File: src/rtl/uart_word_tx_packer_pkg.sv
// Shared definitions for the UART word packer: default widths, header value and FSM states.
package uart_word_tx_packer_pkg;

    localparam int unsigned DBIT_DEF        = 8;
    localparam logic [7:0]  HEADER_BYTE_DEF = 8'hA5;

    typedef enum logic [1:0] {
        ST_IDLE = 2'd0,
        ST_HDR  = 2'd1,
        ST_SEND = 2'd2,
        ST_GAP  = 2'd3
    } tx_state_e;

    // Width of a byte index over n lanes; never narrower than one bit.
    function automatic int unsigned idx_width(input int unsigned n);
        return (n <= 1) ? 1 : $clog2(n);
    endfunction

endpackage

File: src/rtl/uart_word_tx_packer_queue.sv
// Circular word FIFO with a registered occupancy count.
// The caller only pushes when not full or when popping in the same cycle.
module uart_word_queue
    import uart_word_tx_packer_pkg::*;
#(
    parameter int unsigned W     = 16,
    parameter int unsigned DEPTH = 4
) (
    input  logic         clk,
    input  logic         reset,
    input  logic         push,
    input  logic [W-1:0] push_data,
    input  logic         pop,
    output logic [W-1:0] head,
    output logic         full,
    output logic         empty
);

    localparam int unsigned AW = $clog2(DEPTH);
    localparam int unsigned CW = $clog2(DEPTH + 1);

    typedef logic [W-1:0] mem_t [DEPTH];

    mem_t          mem_q, mem_d;
    logic [AW-1:0] wr_ptr_q, wr_ptr_d;
    logic [AW-1:0] rd_ptr_q, rd_ptr_d;
    logic [CW-1:0] count_q, count_d;

    assign head  = mem_q[rd_ptr_q];
    assign full  = (count_q == CW'(DEPTH));
    assign empty = (count_q == '0);

    // Next-state for storage, pointers and count; simultaneous push/pop leaves count unchanged.
    always_comb begin
        mem_d    = mem_q;
        wr_ptr_d = wr_ptr_q;
        rd_ptr_d = rd_ptr_q;
        count_d  = count_q;
        if (push) begin
            mem_d[wr_ptr_q] = push_data;
            wr_ptr_d        = wr_ptr_q + AW'(1);
        end
        if (pop) begin
            rd_ptr_d = rd_ptr_q + AW'(1);
        end
        case ({push, pop})
            2'b10:   count_d = count_q + CW'(1);
            2'b01:   count_d = count_q - CW'(1);
            default: count_d = count_q;
        endcase
    end

    // Queue registers with synchronous reset.
    always_ff @(posedge clk) begin
        if (reset) begin
            mem_q    <= '{default: '0};
            wr_ptr_q <= '0;
            rd_ptr_q <= '0;
            count_q  <= '0;
        end else begin
            mem_q    <= mem_d;
            wr_ptr_q <= wr_ptr_d;
            rd_ptr_q <= rd_ptr_d;
            count_q  <= count_d;
        end
    end

endmodule

File: src/rtl/uart_word_tx_packer.sv
// Word-to-byte packer feeding the UART TX byte FIFO: queues host words and
// emits them as paced, optionally header-prefixed byte writes.
module uart_word_tx_packer
    import uart_word_tx_packer_pkg::*;
#(
    parameter int unsigned     DBIT        = DBIT_DEF,
    parameter int unsigned     WORD_BYTES  = 2,
    parameter int unsigned     DEPTH       = 4,
    parameter bit              MSB_FIRST   = 1'b0,
    parameter bit              HEADER_EN   = 1'b0,
    parameter logic [DBIT-1:0] HEADER_BYTE = DBIT'(HEADER_BYTE_DEF)
) (
    input  logic                       clk,
    input  logic                       reset,
    input  logic                       wr_word,
    input  logic [DBIT*WORD_BYTES-1:0] word_in,
    output logic                       word_ready,
    input  logic                       clr_ovf,
    input  logic                       fifo_full,
    output logic [DBIT-1:0]            byte_out,
    output logic                       byte_wr,
    output logic                       busy,
    output logic                       overflow
);

    localparam int unsigned WW = DBIT * WORD_BYTES;
    localparam int unsigned IW = idx_width(WORD_BYTES);

    tx_state_e         state_q, state_d;
    logic [WW-1:0]     shift_q, shift_d;
    logic [IW-1:0]     byte_idx_q, byte_idx_d;
    logic              hdr_last_q, hdr_last_d;
    logic              byte_wr_q, byte_wr_d;
    logic [DBIT-1:0]   byte_out_q, byte_out_d;
    logic              overflow_q, overflow_d;

    logic              q_full, q_empty, q_push, q_pop;
    logic [WW-1:0]     q_head;
    logic [IW-1:0]     lane;
    logic [DBIT-1:0]   sel_byte;

    // A pop frees a slot in the same cycle, so a push into a full queue still lands then.
    assign q_pop      = (state_q == ST_IDLE) && !q_empty;
    assign q_push     = wr_word && (!q_full || q_pop);
    assign word_ready = !q_full;
    assign busy       = !q_empty || (state_q != ST_IDLE);
    assign byte_wr    = byte_wr_q;
    assign byte_out   = byte_out_q;
    assign overflow   = overflow_q;

    uart_word_queue #(
        .W     (WW),
        .DEPTH (DEPTH)
    ) u_queue (
        .clk       (clk),
        .reset     (reset),
        .push      (q_push),
        .push_data (word_in),
        .pop       (q_pop),
        .head      (q_head),
        .full      (q_full),
        .empty     (q_empty)
    );

    // Select the current data byte from the held word according to byte order.
    always_comb begin
        lane     = MSB_FIRST ? (IW'(WORD_BYTES - 1) - byte_idx_q) : byte_idx_q;
        sel_byte = '0;
        for (int unsigned k = 0; k < WORD_BYTES; k++) begin
            if (lane == IW'(k)) begin
                sel_byte = shift_q[k*DBIT +: DBIT];
            end
        end
    end

    // Sticky overflow: a dropped push wins over a same-cycle clear.
    always_comb begin
        overflow_d = overflow_q;
        if (clr_ovf) begin
            overflow_d = 1'b0;
        end
        if (wr_word && !q_push) begin
            overflow_d = 1'b1;
        end
    end

    // Transmit FSM next-state and registered strobe/data; every strobe is followed by a GAP cycle.
    always_comb begin
        state_d    = state_q;
        shift_d    = shift_q;
        byte_idx_d = byte_idx_q;
        hdr_last_d = hdr_last_q;
        byte_wr_d  = 1'b0;
        byte_out_d = byte_out_q;
        case (state_q)
            ST_IDLE: begin
                if (q_pop) begin
                    shift_d    = q_head;
                    byte_idx_d = '0;
                    state_d    = HEADER_EN ? ST_HDR : ST_SEND;
                end
            end
            ST_HDR: begin
                if (!fifo_full) begin
                    byte_wr_d  = 1'b1;
                    byte_out_d = HEADER_BYTE;
                    hdr_last_d = 1'b1;
                    state_d    = ST_GAP;
                end
            end
            ST_SEND: begin
                if (!fifo_full) begin
                    byte_wr_d  = 1'b1;
                    byte_out_d = sel_byte;
                    hdr_last_d = 1'b0;
                    state_d    = ST_GAP;
                end
            end
            ST_GAP: begin
                if (hdr_last_q) begin
                    state_d = ST_SEND;
                end else if (byte_idx_q < IW'(WORD_BYTES - 1)) begin
                    byte_idx_d = byte_idx_q + IW'(1);
                    state_d    = ST_SEND;
                end else begin
                    state_d = ST_IDLE;
                end
            end
            default: state_d = ST_IDLE;
        endcase
    end

    // State, datapath and flag registers with synchronous reset.
    always_ff @(posedge clk) begin
        if (reset) begin
            state_q    <= ST_IDLE;
            shift_q    <= '0;
            byte_idx_q <= '0;
            hdr_last_q <= 1'b0;
            byte_wr_q  <= 1'b0;
            byte_out_q <= '0;
            overflow_q <= 1'b0;
        end else begin
            state_q    <= state_d;
            shift_q    <= shift_d;
            byte_idx_q <= byte_idx_d;
            hdr_last_q <= hdr_last_d;
            byte_wr_q  <= byte_wr_d;
            byte_out_q <= byte_out_d;
            overflow_q <= overflow_d;
        end
    end

endmodule

File: config.mk
export PLATFORM = sky130hd
export DESIGN_NAME = uart_word_tx_packer
export DESIGN_NICKNAME = d
export VERILOG_FILES = /design/src/rtl/uart_word_tx_packer_pkg.sv /design/src/rtl/uart_word_tx_packer_queue.sv /design/src/rtl/uart_word_tx_packer.sv
export SDC_FILE = /design/constraint.sdc
export NUM_CORES = 1
export LEC_CHECK = 0
export ABC_CLOCK_PERIOD_IN_PS = 3100
export CORE_MARGIN = 5
export CORE_UTILIZATION = 58
export CTS_CLUSTER_DIAMETER = 40
export DETAILED_ROUTE_END_ITERATION = 16
export HOLD_SLACK_MARGIN = 0.08
export PLACE_DENSITY = 0.82
export SLEW_MARGIN = 0
export SYNTH_ARGS = -nofsm -noshare
export SYNTH_HDL_FRONTEND = slang
export SYNTH_HIERARCHICAL = 1
export SYNTH_SLANG_ARGS = --single-unit
File: constraint.sdc
create_clock -name clk -period 3.1 [get_ports clk]
set_input_delay 0.775 -clock clk [delete_from_list [all_inputs] [get_ports clk]]
set_output_delay 0.775 -clock clk [all_outputs]
set_load 0.01 [all_outputs]
==> impl_metrics.ini <==
[outcome]
status = finished clean

[worst_setup_path]
path_buf_inv = 2
max_stage_delay_ns = 0.40
worstSetupStartpointType = flip-flop
path_max_fanout = 20
required_ns = 3.39
slowest_stage = nor3_1
crit_top_cell = inv_1
critical_path.top_delay_family = simple AND/OR/NAND/NOR gates
arrival_ns = 2.94
path_cells = nor3_1 -> nand2b_4 -> a21boi_0 -> inv_1 -> ha_1 -> inv_1 -> fa_1 -> xor2_1 -> or3_1 -> a21oi_1
cp-end-kind = flip-flop
crit_type = flip-flop to flip-flop

[layout]
fin_util_pct = 66.24
diodes = 0
drive_gt1_share_pct = 7.407
layout.nets = 540
postLayoutCellArea_mm2 = 0.004805
synthToLayoutAreaGrowth_pct = 10.66

[grt]
grt_pass1_wl_um = 15250
grt_pass1_vias = 3304
grt-ovfl-total = 0
grt_max_degree = 38
grt.total_usage_pct = 21.13
antenna_found_initial = 0

[timing]
tns_ns = 0
worstMarginPinSlew_ns = 0.9343
fin_crit_sh_pct = 85.38
skew_ns = 0.01307
max-slew-margin-rel_pct = 37.63
rsz0062_at_grt = false
setup_ws_ns = 0.4533
finalWorstPathRequiredPeriod_ns = 2.647
clock.fmax_mhz = 377.8
maxSlewViolCount = 0
finalHoldViolations = 0
finalSetupViolCount = 0

[cts]
cts.sinks = 101
cts_root_buffer = clkbuf_8
cts_max_path_buffers = 2
htreeDepth = 3
clk_latency_ns = 0.37
numCtsBuffers = 9
post_cts_resized = 0
cts_tree = built
clk_pin_slew_ns = 0.10
hold_buffers = 0
cts_setup_buffers = 0

[pwr]
p_int_mw = 2.218
p_seq_share_pct = 46.6
powerDensity_mw_per_mm2 = 708.6
vdd_drop_max_mv = 0.3172
power_frac_comb_pct = 30.1
finalPower_mw = 3.405
swShare_pct = 34.86
p_clk_share_pct = 23.2
p_leak_nw = 1.716
power_switching_mw = 1.187

[drt]
wl_per_cell_um = 14.69
vias = 3357
viasPerCell = 5.485
drt_iter0_drc = 202
ant_nets = 0
wirelength_um = 8988
drtPass1Iterations = 4
drcViolationCount = 0

[job]
cap_violations = 0

[die]
std_cell_rows = 31
start_util_pct = 59.86
num_io_pins = 33
die_w_um = 96.52
fp.coreArea_mm2 = 0.007253
fp.dieArea_mm2 = 0.009316
die_y_um = 96.52

[yosys]
yosys_warnings = 6
synth_edf_count = 0
synth_top_flop_cell = dfxtp_1
synthesis.nets = 521
ys_seq_area_share_pct = 46.57
netlist_area_mm2 = 0.004342
synth_top_area_share_pct = 46.57
netlist_instances = 489
syn_avg_cell_area_um2 = 8.879
synth_area_leaders = dfxtp_1, nand2_1, a21oi_1, mux4_1, ha_1
synth_cell_types = 38
synth.ff_latch_count = 101
synthArstFlopShare_pct = 0
synth_top_area_cell = dfxtp_1

[place]
post-place-ws_ns = 0.3484
io_buffers = 32
place.gp.congestion = 0.7934
place_area_mm2 = 0.004614
place_hpwl_um = 5942

[min_path]
hold_path_class = flip-flop to flip-flop
[routing by layer]
| metal | up-vias | routed length (um) | GRT usage (%) | part of all wire [%] |
|---|---|---|---|---|
| met5 | - | 0 | 0 | 0 |
| li1 | 1673 | - | - | - |
| met3 | 10 | 575 | 5.112 | 6.4 |
| met4 | 0 | 101 | 5.841 | 1.1 |
| met2 | 97 | 4559 | 36.26 | 51 |
| met1 | 1577 | 3751 | 26.57 | 42 |
[worst reg2reg max path, cell delays in order (launching register included)]
cell,delay [ns]
dfxtp_1,0.34
nor3_1,0.40
nand2b_4,0.35
a21boi_0,0.15
inv_1,0.08
ha_1,0.18
inv_1,0.06
fa_1,0.38
xor2_1,0.16
or3_1,0.31
a21oi_1,0.17
[cell families after synthesis]
| family | share of synthesized area, % |
|---|---|
| flip-flops | 46.57 |
| multiplexers | 11.79 |
| buffers and inverters | 6.599 |
| adder cells (fa/ha/maj) | 3.343 |
| XOR/XNOR | 1.009 |
| AND/OR/NAND/NOR | 17.87 |
| AO/OA/AOI/OAI | 12.82 |
[worst paths after layout]
check / startpoint / to / slack, ns / depth (start not counted)
worst min register to register: u_queue/mem_q[1] / u_queue/mem_q[1] / 0.46 / 2
worst min-delay path: u_queue/mem_q[1] / u_queue/mem_q[1] / 0.46 / 2
worst max register to register: u_queue/count_q[2] / u_queue/count_q[2] / 0.45 / 10
worst max-delay path: u_queue/count_q[2] / u_queue/count_q[2] / 0.45 / 10
[flip-flops by register name, summed over array words and instances (netlist names)]
signal / cells
state_q: 2
hdr_last_q: 1
shift_q: 16
u_queue/mem_q: 64
byte_idx_q: 1
u_queue/rd_ptr_q: 2
byte_out: 8
u_queue/wr_ptr_q: 2
byte_wr: 1
u_queue/count_q: 3
overflow: 1
[synth_stat cells (all sizes together) (2+ instances only)]
cell type and count:
dfxtp 101, xnor2 2, nand2 167, nor2 17, and2 4, mux2 4, a211oi 4, o21ai 2
buf 21, a21oi 88, mux2i 5, ha 10, clkbuf 12, inv 14, a22oi 4, mux4 16
nor3 4, xor2 3
[layout by cell type (no fill, tap or decap), types with 3 or more instances in the layout]
cell type	count
inv_1	13
mux4_1	12
nor3_1	4
nand2_1	167
mux4_2	4
clkbuf_8	10
ha_1	10
a22oi_1	4
clkdlybuf4s50_1	31
a211oi_1	4
mux2i_1	5
a21oi_1	87
dfxtp_1	101
nor2_1	17
buf_4	9
mux2_4	3
and2_1	4
xor2_1	3
[power by group through the flow]
| stage | clock (mW) | combinational [mW] | sequential [mW] |
|---|---|---|---|
| floorplan | 0 | 0.871 | 1.56 |
| global placement | 0 | 0.996 | 1.61 |
| detailed placement | 0 | 1.03 | 1.62 |
| CTS | 0.809 | 1.03 | 1.59 |
| global route | 0.866 | 1.15 | 1.61 |
| finish | 0.792 | 1.03 | 1.59 |
[stage by stage]
stage / hold slack [ns] / std cells
6_report: 0.4579 / 612
3_3_place_gp: 0.4369 / 596
4_1_cts: 0.4572 / 612
5_1_grt: 0.4789 / 612
3_5_place_dp: 0.4431 / 596
2_1_floorplan: 0.4315 / 489
[area by class of cell]
class                   count  area [um2]
clock buffers              10       137.6
clock inverters             6       52.55
flip-flops and latches    101        2022
well taps                  99       123.9
multi-input cells         341        2033
fillers                   611        2449
inverters                  14       52.55
repair buffers             41       382.9
Power figures use the tool's default switching activity.
